File: src/rtl/glyph_pkg.sv
`default_nettype none
// ============================================================================
//  Module      : glyph_pkg
//  Description : Shared types and constants for the glyph renderer: the
//                per-slot configuration record and the special glyph ids.
//  Revision    : 1.0 - initial release
// ============================================================================
package glyph_pkg;

    // Every glyph bitmap is eight rows tall
    localparam int GLYPH_ROWS = 8;

    // Glyph ids with dedicated bitmaps; 0-7 are digits, anything above 9 is a solid block
    localparam logic [3:0] GLYPH_CAT = 4'd8;
    localparam logic [3:0] GLYPH_WIN = 4'd9;

    // Storage widths inside a slot record; coordinates are zero-extended into these
    localparam int GLYPH_XY_W = 16;
    localparam int GLYPH_SC_W = 4;

    typedef struct packed {
        logic                  en;
        logic [3:0]            id;
        logic [GLYPH_XY_W-1:0] x;
        logic [GLYPH_XY_W-1:0] y;
        logic [GLYPH_SC_W-1:0] scale;
        logic                  blink;
    } slot_cfg_t;

endpackage
`default_nettype wire

File: src/rtl/glyph_rom.sv
`default_nettype none
// ============================================================================
//  Module      : glyph_rom
//  Description : Combinational bitmap store for digits 0-7, the cat sprite,
//                the WIN banner and a solid block. Bit GLYPH_W-1 is the
//                leftmost column; 8-wide glyphs sit in the leftmost 8 columns.
//  Revision    : 1.0 - initial release
// ============================================================================
module glyph_rom
    import glyph_pkg::*;
#(
    parameter int GLYPH_W = 16
) (
    input  logic [3:0]         id,
    input  logic [2:0]         row,
    output logic [GLYPH_W-1:0] bits
);

    // Digit bitmaps, row 0 in the most significant byte
    localparam logic [63:0] c_digits [0:7] = '{
        64'h3C666E7666663C00,
        64'h1838181818187E00,
        64'h3C66060C30607E00,
        64'h3C66061C06663C00,
        64'h0C1C3C6C7E0C0C00,
        64'h7E607C0606663C00,
        64'h3C607C6666663C00,
        64'h7E060C1830303000
    };
    localparam logic [127:0] c_cat = 128'h0810_1C38_1FF8_3BDC_3FFC_1E78_0FF0_0660;
    localparam logic [127:0] c_win = 128'h8BA2_8932_A92A_A926_D922_8BA2_0000_0000;

    logic [2:0]  w_inv;
    logic [15:0] w_row16;

    // Select one 16-column row of the requested glyph
    always_comb begin
        w_inv   = 3'd7 - row;
        w_row16 = '0;
        case (id)
            GLYPH_CAT: w_row16 = c_cat[{w_inv, 4'b0000} +: 16];
            GLYPH_WIN: w_row16 = c_win[{w_inv, 4'b0000} +: 16];
            default: begin
                if (id[3] == 1'b0) begin
                    w_row16 = {c_digits[id[2:0]][{w_inv, 3'b000} +: 8], 8'h00};
                end else begin
                    w_row16 = 16'hFFFF;
                end
            end
        endcase
    end

    if (GLYPH_W == 16) begin : g_w16
        assign bits = w_row16;
    end else begin : g_w8
        assign bits = w_row16[15:8];
    end

endmodule
`default_nettype wire

File: src/rtl/glyph_renderer.sv
`default_nettype none
// ============================================================================
//  Module      : glyph_renderer
//  Description : Multi-slot, two-stage pipelined 8-row glyph renderer.
//                Slot configuration is double-buffered and swapped on
//                frame_start. Optional blinking is built when the macro
//                GLYPH_RENDERER_BLINK_EN is defined.
//  Revision    : 1.0 - initial release
// ============================================================================
module glyph_renderer
    import glyph_pkg::*;
#(
    parameter int NUM_SLOTS      = 4,
    parameter int GLYPH_W        = 16,
    parameter int COORD_W        = 10,
    parameter int MAX_SCALE_LOG2 = 3,
    parameter int BLINK_LOG2     = 4,
    localparam int SLOT_W        = (NUM_SLOTS > 1) ? $clog2(NUM_SLOTS) : 1,
    localparam int SCALE_W       = (MAX_SCALE_LOG2 > 0) ? $clog2(MAX_SCALE_LOG2 + 1) : 1
) (
    input  logic               clk,
    input  logic               rst_n,
    input  logic               cfg_we,
    input  logic [SLOT_W-1:0]  cfg_slot,
    input  logic               cfg_en,
    input  logic [3:0]         cfg_id,
    input  logic [COORD_W-1:0] cfg_x,
    input  logic [COORD_W-1:0] cfg_y,
    input  logic [SCALE_W-1:0] cfg_scale,
    input  logic               cfg_blink,
    input  logic               frame_start,
    input  logic               pix_valid,
    input  logic [COORD_W-1:0] pix_x,
    input  logic [COORD_W-1:0] pix_y,
    output logic               out_valid,
    output logic               out_on,
    output logic [SLOT_W-1:0]  out_slot
);

    localparam int c_col_w = $clog2(GLYPH_W);
    localparam int c_cmp_w = GLYPH_XY_W + 4;

    if (NUM_SLOTS < 1 || NUM_SLOTS > 8 || (GLYPH_W != 8 && GLYPH_W != 16) ||
        COORD_W > GLYPH_XY_W || BLINK_LOG2 < 0 || MAX_SCALE_LOG2 < 0) begin : g_param_check
        $error("glyph_renderer: unsupported parameter combination");
    end

    slot_cfg_t              r_pend [NUM_SLOTS];
    slot_cfg_t              r_act  [NUM_SLOTS];
    slot_cfg_t              w_new;
    logic                   w_blink_phase;
    logic                   r_s1_valid;
    logic [NUM_SLOTS-1:0]   w_lit;
    logic                   w_any;
    logic [SLOT_W-1:0]      w_win;

    // Incoming configuration record, coordinates widened to storage width
    always_comb begin
        w_new       = '0;
        w_new.en    = cfg_en;
        w_new.id    = cfg_id;
        w_new.x     = GLYPH_XY_W'(cfg_x);
        w_new.y     = GLYPH_XY_W'(cfg_y);
        w_new.scale = GLYPH_SC_W'(cfg_scale);
        w_new.blink = cfg_blink;
    end

    // Pending bank takes writes; active bank copies pending (plus a same-cycle write) at frame start
    always_ff @(posedge clk or negedge rst_n) begin
        if (!rst_n) begin
            for (int i = 0; i < NUM_SLOTS; i++) begin
                r_pend[i] <= '0;
                r_act[i]  <= '0;
            end
        end else begin
            for (int i = 0; i < NUM_SLOTS; i++) begin
                if (cfg_we && cfg_slot == SLOT_W'(i)) begin
                    r_pend[i] <= w_new;
                end
                if (frame_start) begin
                    r_act[i] <= (cfg_we && cfg_slot == SLOT_W'(i)) ? w_new : r_pend[i];
                end
            end
        end
    end

`ifdef GLYPH_RENDERER_BLINK_EN
    logic [BLINK_LOG2:0] r_frame_cnt;

    // Frame counter whose top bit is the blink phase
    always_ff @(posedge clk or negedge rst_n) begin
        if (!rst_n) begin
            r_frame_cnt <= '0;
        end else if (frame_start) begin
            r_frame_cnt <= r_frame_cnt + 1'b1;
        end
    end

    assign w_blink_phase = r_frame_cnt[BLINK_LOG2];
`else
    assign w_blink_phase = 1'b0;
`endif

    for (genvar i = 0; i < NUM_SLOTS; i++) begin : g_slot
        slot_cfg_t             w_cfg;
        logic [GLYPH_SC_W-1:0] w_sc;
        logic [GLYPH_XY_W-1:0] w_px, w_py, w_dx, w_dy, w_colw, w_roww;
        logic [c_cmp_w-1:0]    w_xlim, w_ylim;
        logic                  w_en, w_hit;
        logic                  r_hit;
        logic [c_col_w-1:0]    r_col;
        logic [2:0]            r_row;
        logic [3:0]            r_id;
        logic [GLYPH_W-1:0]    w_bits;
        logic [c_col_w-1:0]    w_bit_idx;

        // Stage 1 geometry: bounding-box test and glyph cell coordinates
        always_comb begin
            w_cfg  = r_act[i];
            w_sc   = (w_cfg.scale > GLYPH_SC_W'(MAX_SCALE_LOG2)) ?
                     GLYPH_SC_W'(MAX_SCALE_LOG2) : w_cfg.scale;
            w_en   = w_cfg.en & ~(w_cfg.blink & w_blink_phase);
            w_px   = GLYPH_XY_W'(pix_x);
            w_py   = GLYPH_XY_W'(pix_y);
            w_dx   = w_px - w_cfg.x;
            w_dy   = w_py - w_cfg.y;
            w_xlim = c_cmp_w'(GLYPH_W) << w_sc;
            w_ylim = c_cmp_w'(GLYPH_ROWS) << w_sc;
            w_colw = w_dx >> w_sc;
            w_roww = w_dy >> w_sc;
            // The upper-bit checks are implied by the limits; they keep the col/row slices exact
            w_hit  = pix_valid & w_en &
                     (w_px >= w_cfg.x) & (w_py >= w_cfg.y) &
                     (c_cmp_w'(w_dx) < w_xlim) & (c_cmp_w'(w_dy) < w_ylim) &
                     (w_colw[GLYPH_XY_W-1:c_col_w] == '0) & (w_roww[GLYPH_XY_W-1:3] == '0);
        end

        // Stage 1 register: hit flag, cell coordinates and the glyph id used for lookup
        always_ff @(posedge clk or negedge rst_n) begin
            if (!rst_n) begin
                r_hit <= 1'b0;
                r_col <= '0;
                r_row <= '0;
                r_id  <= '0;
            end else begin
                r_hit <= w_hit;
                r_col <= w_colw[c_col_w-1:0];
                r_row <= w_roww[2:0];
                r_id  <= w_cfg.id;
            end
        end

        glyph_rom #(
            .GLYPH_W (GLYPH_W)
        ) u_rom (
            .id   (r_id),
            .row  (r_row),
            .bits (w_bits)
        );

        assign w_bit_idx = c_col_w'(GLYPH_W - 1) - r_col;
        assign w_lit[i]  = r_hit & w_bits[w_bit_idx];
    end

    // Lowest-index lit slot wins
    always_comb begin
        w_any = 1'b0;
        w_win = '0;
        for (int i = NUM_SLOTS - 1; i >= 0; i--) begin
            if (w_lit[i]) begin
                w_any = 1'b1;
                w_win = SLOT_W'(i);
            end
        end
    end

    // Pipeline valid and stage 2 output register
    always_ff @(posedge clk or negedge rst_n) begin
        if (!rst_n) begin
            r_s1_valid <= 1'b0;
            out_valid  <= 1'b0;
            out_on     <= 1'b0;
            out_slot   <= '0;
        end else begin
            r_s1_valid <= pix_valid;
            out_valid  <= r_s1_valid;
            out_on     <= w_any;
            out_slot   <= w_any ? w_win : '0;
        end
    end

endmodule
`default_nettype wire

File: config.mk
export PLATFORM = sky130hd
export DESIGN_NAME = glyph_renderer
export DESIGN_NICKNAME = d
export VERILOG_FILES = /design/src/rtl/glyph_pkg.sv /design/src/rtl/glyph_rom.sv /design/src/rtl/glyph_renderer.sv
export SDC_FILE = /design/constraint.sdc
export NUM_CORES = 1
export LEC_CHECK = 0
export ABC_AREA = 1
export BUFFER_PORTS_ARGS = -buffer_cell sky130_fd_sc_hd__buf_2
export CAP_MARGIN = 15
export CORE_UTILIZATION = 30
export CTS_CLUSTER_DIAMETER = 80
export DETAILED_ROUTE_END_ITERATION = 7
export GPL_TIMING_DRIVEN = 0
export SLEW_MARGIN = 20
export SYNTH_ARGS = -nofsm -noshare
export SYNTH_HDL_FRONTEND = slang
export SYNTH_SLANG_ARGS = --single-unit
File: constraint.sdc
create_clock -name clk -period 3.62 [get_ports clk]
set_input_delay 0.362 -clock clk [delete_from_list [all_inputs] [get_ports clk]]
set_output_delay 0.362 -clock clk [all_outputs]
set_load 0.05 [all_outputs]
After elaboration in Yosys (flattened, before gate mapping)

Memories as Yosys holds them, arrays and structs flattened.
Cells that the tools add are included.

Flip-flop bits (word level): 385
Bits in read-only memories: 2,048
Input bits: 55
Output and inout bits: 4
Logic and storage cells: 241
Memories kept: 4

Memory list:

| name            | depth | bits a word | read ports | clocked after memory_dff | wr ports | RTL line        | text |
|---|---|---|---|---|---|---|---|
| (no name shown) | 8     | 64          | 1          | 0                        | 0        | glyph_rom.sv:45 | `w_row16 = {c_digits[id[2:0]][{w_inv, 3'b000} +: 8], 8'h00};` |
| (no name shown) | 8     | 64          | 1          | 0                        | 0        | glyph_rom.sv:45 |  |
| (no name shown) | 8     | 64          | 1          | 0                        | 0        | glyph_rom.sv:45 |  |
| (no name shown) | 8     | 64          | 1          | 0                        | 0        | glyph_rom.sv:45 |  |

Add/sub/neg operators: 16
Magnitude comparators: 28
Equality and inequality tests: 11
Shift operators: 28
Muxes and demuxes: 41
Bitwise logic cells: 36
Reduce and logical (&&, ||, !) cells: 13

Operator list:

| operator                    | count |
|---|---|
| $shiftx A128 B8 Y16 const A | 8 |
| $mux W64                    | 8 |
| $shiftx A64 B7 Y8           | 4 |
| $mux W42                    | 4 |
| $lt A16 B20 Y1              | 8 |
| $ge A10 B16 Y1              | 8 |
| $pmux W16 S2                | 4 |
| $shr A16 B4 Y16             | 8 |
| $sub A10 B16 Y16            | 8 |
| $shl A4 B4 Y20 const A      | 4 |
| $shl A5 B4 Y20 const A      | 4 |
| $mux W16                    | 4 |
| $logic_not A13 Y1           | 4 |
| $logic_not A12 Y1           | 4 |
| $and A1 B1 Y1               | 32 |
| $eq A4 B4 Y1 const B        | 8 |
| $lt A4 B5 Y1 const B        | 4 |
| $bmux W1 S4                 | 4 |
| $ge A4 B4 Y1 const B        | 4 |
| $gt A4 B2 Y1 const B        | 4 |
| $mux W4                     | 4 |
| $not A3 Y4                  | 4 |
| $sub A4 B4 Y4 const A       | 4 |
| $sub A3 B3 Y3 const A       | 4 |
| 6 further kinds             | 21 |

Longest topological paths before layout

Gate-level depths: netlist of run 1.

Depth after elaboration: 15
Gate-level depth with buffers: 27
Gate-level depth less buffers: 27

Cells and area by module

A second synthesis of run 1 with hierarchy kept.

Cells, all modules: 3,890
Area total of the unflattened synthesis: 27,525.1 um2

Modules (own cells, without submodules):

| module         | instances | cells an instance | area an instance (um2) | sequential area each (um2) |
|---|---|---|---|---|
| glyph_renderer | 1         | 3,110             | 23,341.1               | 9,534.1 |
| glyph_rom      | 4         | 195               | 1,046.0                | 0.0 |

Worst setup path after synthesis of run 1

Ideal clock, no wire load.

Path kind: in2reg
Start: in pix_y[0]
End: reg g_slot[0].r_hit
Setup time: 0.071 ns
Data arrival time: 2.907 ns
Required time: 3.549 ns
Slack: 0.642 ns
Cell stages on the path: 25
Path buffers: 0
Cell sequence: inv_1 > ha_1 > inv_1 > fa_1 > nand3_1 > nand2_1 > nand2_1 > nand3_1 > a21oi_2 > inv_1 > nand3_1 > nand2_1 > nand2_1 > inv_1 > ha_1 > a22o_1 > nor2_1 > o2111ai_1 > nor2_1 > nand3_1 > nor2_1 > nand4_1 > nor2_1 > nand2_1 > nor2_1

Word-level cells in the longest chain between the ends: 6
Elaborated cells on any way between the ends: 10
Classes of those cells: add/sub: 1; order compare: 2; shift: 1; bitwise: 5; reduce/logical: 1

RTL lines:

| what                                                                   | RTL line              | text |
|---|---|---|
| start, declared                                                        | glyph_renderer.sv:34  | `input logic [COORD_W-1:0] pix_y,` |
| parallel branches: the longest is 5 deep, another holds $lt A16 B20 Y1 | -                     |  |
| $and A1 B1 Y1 (*)                                                      | glyph_renderer.sv:135 | `(w_colw[GLYPH_XY_W-1:c_col_w] == '0) & (w_roww[GLYPH_XY_W-1:3] == '0);` |
| via g_slot[0].w_hit                                                    | glyph_renderer.sv:109 | `logic w_en, w_hit;` |
| end signal, assigned                                                   | glyph_renderer.sv:146 | `r_hit <= w_hit;` |
| end, declared                                                          | glyph_renderer.sv:110 | `logic r_hit;` |

Mark *: on every way through the listed nets, which the timed path passes.
A chain may end at the register's enable or synchronous reset.

Final worst setup path of run 1

Start: reg r_act, in the netlist g_slot[1].w_cfg[21]
End: reg g_slot[1].r_hit

Word-level cells in the longest chain between the ends: 7
Elaborated cells on any way between the ends: 11
Classes of those cells: add/sub: 1; order compare: 2; shift: 1; bitwise: 6; reduce/logical: 1

RTL lines:

| what                                                                   | RTL line              | text |
|---|---|---|
| start, declared                                                        | glyph_renderer.sv:49  | `slot_cfg_t r_act [NUM_SLOTS];` |
| start signal, assigned by index                                        | glyph_renderer.sv:81  | `r_act[i] <= (cfg_we && cfg_slot == SLOT_W'(i)) ? w_new : r_pend[i];` |
| parallel branches: the longest is 5 deep, another holds $lt A16 B20 Y1 | -                     |  |
| $and A1 B1 Y1 (*)                                                      | glyph_renderer.sv:134 | `(c_cmp_w'(w_dx) < w_xlim) & (c_cmp_w'(w_dy) < w_ylim) &` |
| $and A1 B1 Y1 (*)                                                      | glyph_renderer.sv:135 |  |
| via g_slot[1].w_hit                                                    | glyph_renderer.sv:109 |  |
| end signal, assigned                                                   | glyph_renderer.sv:146 |  |
| end, declared                                                          | glyph_renderer.sv:110 |  |

Marks and branches as above.

==> results of run 1 <==
==> power breakdown <==
part	internal (mW)	switching, mW
registers	4.86	0.454
clock network	2.40	1.76
logic	2.80	5.27
==> worst paths after layout <==
path | slack (ns) | depth (start not counted) | end | startpoint
max | 0.27 | 19 | g_slot[1].r_hit | g_slot[1].w_cfg[21]
min | 0.12 | 1 | r_s1_valid | pix_valid
max reg2reg | 0.27 | 19 | g_slot[1].r_hit | g_slot[1].w_cfg[21]
min reg2reg | 0.36 | 0 | out_valid | r_s1_valid
max in group asynchronous | 2.00 | 4 | g_slot[2].w_cfg[5] | rst_n
min in group asynchronous | 0.33 | 2 | r_pend[17] | rst_n
==> per-stage QoR <==
| step | instances | setup slack, ns |
|---|---|---|
| floorplan | 3726 | 0.642 |
| global placement | 4937 | -5.54 |
| detailed placement | 4941 | -0.354 |
| CTS | 5012 | 0.135 |
| global route | 5014 | 0.00748 |
| finish | 5015 | 0.272 |
==> layout by cell type, fill, tap and decap left out, drive strengths merged, types with 9 or more instances in the layout <==
master  instances
nand2        1063
inv           529
dfrtp         381
o21ai         357
nand3         286
nor2          274
ha            232
a21oi         154
clkbuf        110
buf           105
conb           64
xor2           54
nand4          44
mux2           37
nor3           28
o211ai         18
o21bai         12
a31oi          11
nand3b         10
clkinv         10
or2             9
==> Yosys cell counts, drive strengths merged (7+ instances only) <==
master / instances / area share, %
ha: 232 / 11
or2: 9 / 0.21
xor2: 54 / 1.8
nor3: 28 / 0.61
o21ai: 357 / 6.8
mux2: 37 / 1.6
nand3b: 10 / 0.28
buf: 43 / 0.97
xnor2: 7 / 0.23
a31oi: 11 / 0.26
o221ai: 8 / 0.26
dfrtp: 381 / 36
fa: 8 / 0.61
nand3: 286 / 5.6
inv: 527 / 7.5
nor2: 274 / 4.1
nand4: 44 / 1.0
a21oi: 154 / 3.0
mux2i: 8 / 0.30
o21bai: 12 / 0.34
nand2: 1063 / 15
o211ai: 18 / 0.53
clkbuf: 55 / 0.78
==> logic make-up (layout without fill, tap and decap cells) <==
logic type / count (synthesis) / count (layout) / synth area share [%]
mux: 45 / 45 / 1.88
other cells: 1 / 65 / 0.0142
buf+inv: 629 / 762 / 9.32
xor+xnor: 61 / 61 / 2.05
fa+ha+maj: 240 / 240 / 11.6
simple gates: 1720 / 1720 / 27.1
compound gates: 586 / 586 / 12.0
flops: 381 / 381 / 36.0
==> per-layer routing <==
layer	vias to the layer above	wire length, um	GRT usage (%)	share of wire (%)
met4	2	1180	3.18	1.5
met3	90	5790	3.29	7.3
li1	12075	-	-	-
met1	11376	39700	26.9	50
met2	668	32800	26.0	41
met5	-	11	0	0.014
==> registers in the layout (all words and copies together), names as in the netlist <==
name and count:
g_slot.w_cfg 160, out_slot 2, out_on 1, g_slot.r_row 12
r_pend 164, g_slot.r_col 16, g_slot.r_id 16, out_valid 1
g_slot.r_hit 4, g_slot.w_en 4, r_s1_valid 1
==> layout make-up <==
cell class                 count  area share, %
timing repair buffer          63           1.42
inverter                     531           6.67
clock inverter                15          0.570
multi-input combinational   2716           49.5
antenna                        1        0.00833
clock buffer                  55           3.76
sequential                   381           31.7
buffer                        98           1.54
tap                         1155           4.81
==> timing repair <==
| action | 4_1_cts | 5_1_grt |
|---|---|---|
| hold buffers | 1 | 0 |
| setup endpoints to repair | 0 | 4 |
| gates resized for setup | 0 | 43 |
| hold endpoints to repair | 69 | 0 |
| setup buffers | 0 | 2 |
==> results.cfg, run 1 <==
[finish]
register_area_um2 = 9540
nFillCells = 9368
fin_util_pct = 34.5
design_area_um2 = 30100
area_growth_pct = 13.6
layout-drive-gt1-share_pct = 7.88
multi_input_area_um2 = 14900
fin_nets = 4126

[sta]
relSlewSlack_pct = 26.9
finClkSkew_ns = 0.0247
setup_viol = 0
tightest_slew_ns = 1.10
finalSetupTns_ns = 0
worst_hold_slack_ns = 0.122
finalCritPeriodShare_pct = 92.5
rsz0062_at_grt = yes
period_needed_ns = 3.35
finalHoldViolations = 0
timing.fmax_mhz = 299
slew_viol_final = 0

[logic_synthesis]
synth_edf_count = 0
synth-seq-cells = 381
syn_area_um2 = 26500
synth_cells = 3663
yosys_warnings = 0
synth_cell_types = 59
synthArstFlopShare_pct = 100
synth_flop_cell = dfrtp_1
ys_seq_area_share_pct = 36.0
avgSynthCellArea_um2 = 7.22

[critical_path]
startpoint_type = register
worst_path_largest_cell_delay_ns = 0.46
crit_required_ns = 4.10
critPathSlowestCell = dfrtp_1
cpMostUsedCell = nand3_1
path_buf_inv = 1
arrival_ns = 3.83
path_cells = ha_1 > fa_1 > o21ai_2 > nand2_1 > nand2_1 > nand3_1 > nand3_1 > nand2_1 > inv_1 > ha_1 > a31oi_1 > nand3_1 > nor2_1 > nand3_1 > nor2_1 > nand3_1 > nor2_1 > nand3_1 > nor3_2
worstPathMaxFanout = 4
crit_type = reg -> reg
worstSetupEndpointType = register
path_delay_family = simple AND/OR/NAND/NOR gates

[floorplan]
dieHeight_um = 299
start_util_pct = 30.4
core-area_um2 = 87000
die_area_um2 = 89400
die_x_um = 299
rows = 108
ios = 59

[detailed_routing]
postRouteAntennaNets = 0
num_vias = 24211
initialDrtViolationCount = 1783
first_pass_iters = 5
finalWirelength_um = 79400
avgViaCountPerCell = 4.83
drc = 0
wire_per_inst_um = 15.8

[global_routing]
grt_max_degree = 88
antenna_found_initial = 5
grt_usage_pct = 17.7
grt_pass1_wl_um = 126000
grt.overflow.total = 0
grt_pass1_vias = 22709

[clock_tree]
htree_levels = 2
cts_sinks = 381
clkTransAtPathRegs_ns = 0.06
cts_root_buf = clkbuf_16
cts_tree = done
cts_buffers = 40
insertion_delay_ns = 0.57
clk_path_buf_depth = 3

[place]
place_area_um2 = 28500
hpwlAfterDp_um = 61800
io_buffers = 56
routabilityCongestion = 0.896

[pwr]
total_power_mw = 17.5
p_per_area_nw_per_um2 = 583
power.leakage_nw = 15.5
max-vdd-ir-drop_mv = 0.410

[min_path]
hp-class = in -> reg

[run]
drv_cap = 0

[outcome]
status = finished, final reports clean
No activity file was read; power rests on OpenSTA's default activity.
==> run 2, diff against run 1 <==
--- a/config.mk
+++ b/config.mk
@@ -14,3 +14,2 @@
 export GPL_TIMING_DRIVEN = 0
-export SLEW_MARGIN = 20
 export SYNTH_ARGS = -nofsm -noshare
==> constraint.sdc (replaced) <==
create_clock -name clk -period 3.62 [get_ports clk]
set_input_delay 1.086 -clock clk [delete_from_list [all_inputs] [get_ports clk]]
set_output_delay 1.086 -clock clk [all_outputs]
set_load 0.05 [all_outputs]
==> results.cfg, run 2 (synthesis results as in run 1) <==
[outcome]
status = finished, final reports clean

[global_routing]
grt_pass1_wl_um = 124000
busiest_layer = met1
antenna_found_initial = 5
grt.overflow.total = 0
use_met1_pct = 27.0
met2_usage_pct = 24.8
grt_max_degree = 118
grt_usage_pct = 17.5
grtUsageMet3_pct = 3.45
grt_pass1_vias = 22321

[min_path]
min_from = r_s1_valid
min_path_cells = 0
hp-class = reg -> reg
hold_end = out_valid

[sta]
finClkSkew_ns = 0.0203
setup_viol = 0
worst_hold_slack_ns = 0.348
finalCritPeriodShare_pct = 96.9
finalHoldViolations = 0
tightest_slew_ns = 1.10
slew_viol_final = 0
timing.fmax_mhz = 285
period_needed_ns = 3.51
rsz0062_at_grt = yes
relSlewSlack_pct = 26.5

[critical_path]
r2r_slack_ns = 0.37
crit_type = in -> reg
r2r-start = g_slot[0].w_cfg[24]
worstSetupEndpointType = register
arrival_ns = 3.98
crit_required_ns = 4.09
timing.rr.end = g_slot[0].r_hit
reg2reg_depth = 23
worstPathMaxFanout = 4
startpoint_type = input port

[pwr]
p_per_area_nw_per_um2 = 578
power_frac_comb_pct = 47.9
power.leakage_nw = 15.9
p_sw_mw = 7.75
netSwitchingFraction_pct = 42.4
seqPwrFrac_pct = 29.0
p_int_mw = 10.5
clkPwrFrac_pct = 23.1
max-vdd-ir-drop_mv = 0.314

[detailed_routing]
wire_per_inst_um = 16.1
first_pass_iters = 8
drc = 0
avgViaCountPerCell = 4.86
initialDrtViolationCount = 2122
finalWirelength_um = 81300
num_vias = 24602
postRouteAntennaNets = 0

[finish]
top_register = r_pend
layout_common_cells = nand2_1 (1017), inv_1 (490), dfrtp_1 (381)
fin_util_pct = 36.3
area_growth_pct = 19.5
instances_no_fill = 5065
layout_commonest_cell = nand2_1
largest_reg_flops = 164
fin_nets = 4176
layout-drive-gt1-share_pct = 13.3

[clock_tree]
htree_levels = 2
clkTransAtPathRegs_ns = 0.06
cts_root_buf = clkbuf_16
cts_buffers = 39
clk_path_buf_depth = 3
insertion_delay_ns = 0.57
cts_tree = done
cts_sinks = 381
holdBufCountCts = 0

[floorplan]
rows = 108
die_x_um = 299
dieHeight_um = 299
start_util_pct = 30.4
ios = 59
core-area_um2 = 87000
die_area_um2 = 89400

[place]
routabilityCongestion = 0.918
hpwlAfterDp_um = 61500
numPlacedInstances = 4940
io_buffers = 56

[run]
drv_cap = 0
[run 2: cell count changes in the layout (fill, tap and decap cells not counted), moves of 13 or more]
cell     previous run  this run
ha_4                4        56
nand2_1          1052      1017
nand2_2            10        45
ha_1              223       170
buf_4               9        64
buf_2              75        55
nand3_1           277       256
nand3_2             7        27
a21oi_1           145       132
buf_6               6        21
[run 2: repair_timing]
| action | in CTS | in global routing |
|---|---|---|
| setup buffers | 9 | 46 |
| endpoints found under the setup margin | 4 | 4 |
| resized for setup | 50 | 237 |
| pin swaps | 8 | 105 |
[run 2: stage by stage]
stage / power [mW] / area [um2] / setup TNS (ns) / setup slack, ns
final: 18.3 / 31600 / 0 / 0.111
after global routing: 19.7 / 31600 / -0.232 / -0.0703
after CTS: 17.6 / 30200 / 0 / 0.00385
after detailed placement: 13.3 / 28500 / -3.23 / -0.875
after global placement: 13.2 / 28400 / -2340.89 / -6.22
after floorplan: 11.1 / 26700 / 0 / 0.0108
[run 2: power by group through the flow]
stage / Combinational (mW) / Clock (mW) / Sequential [mW]
after floorplan: 5.95 / 0 / 5.19
after global placement: 7.87 / 0 / 5.36
after detailed placement: 7.90 / 0 / 5.36
after CTS: 8.07 / 4.29 / 5.29
after global routing: 9.89 / 4.47 / 5.37
final: 8.75 / 4.21 / 5.30
[run 2: metal layers]
layer  up-vias  wire (um)
met4         2       1910
met2       754      32600
li1      12174          -
met3       115       6610
met1     11557      40200
met5         -         11
[run 2: how the worst max path moves through the flow]
stage | from | endpoint | slack (ns) | cells after the start
floorplan | pix_y[4] | g_slot[2].r_hit | 0.01 | 23
global placement | rst_n | g_slot[1].r_id[0] | -6.22 | 1
detailed placement | pix_x[1] | g_slot[0].r_hit | -0.87 | 22
CTS | pix_x[0] | g_slot[1].r_hit | 0.004 | 22
global route | pix_x[4] | g_slot[0].r_hit | -0.07 | 23
finish | pix_x[0] | g_slot[1].r_hit | 0.11 | 21
[run 2: cell type report]
class / count / area, um2
Clock buffer: 51 / 1110
Fill cell: 9185 / 55400
Sequential cell: 381 / 9530
Timing Repair Buffer: 114 / 912
Multi-Input combinational cell: 2716 / 15900
Tap cell: 1155 / 1450
Buffer: 98 / 464
Antenna cell: 1 / 2.50
Clock inverter: 18 / 205
Inverter: 531 / 2020
[run 2: worst max-delay path, cell delays in order]
cell        delay (ns)
buf_6             0.07
clkinvlp_4        0.08
buf_12            0.16
ha_4              0.18
fa_2              0.41
o21ai_4           0.21
buf_4             0.15
xnor2_2           0.14
inv_1             0.08
ha_1              0.29
o21ai_1           0.12
nand2_1           0.09
a21oi_1           0.16
o21bai_1          0.11
a21oi_2           0.14
nand2_1           0.07
nand2_1           0.05
nand2_1           0.04
nand2_1           0.05
nand3_1           0.09
nor3_2            0.19
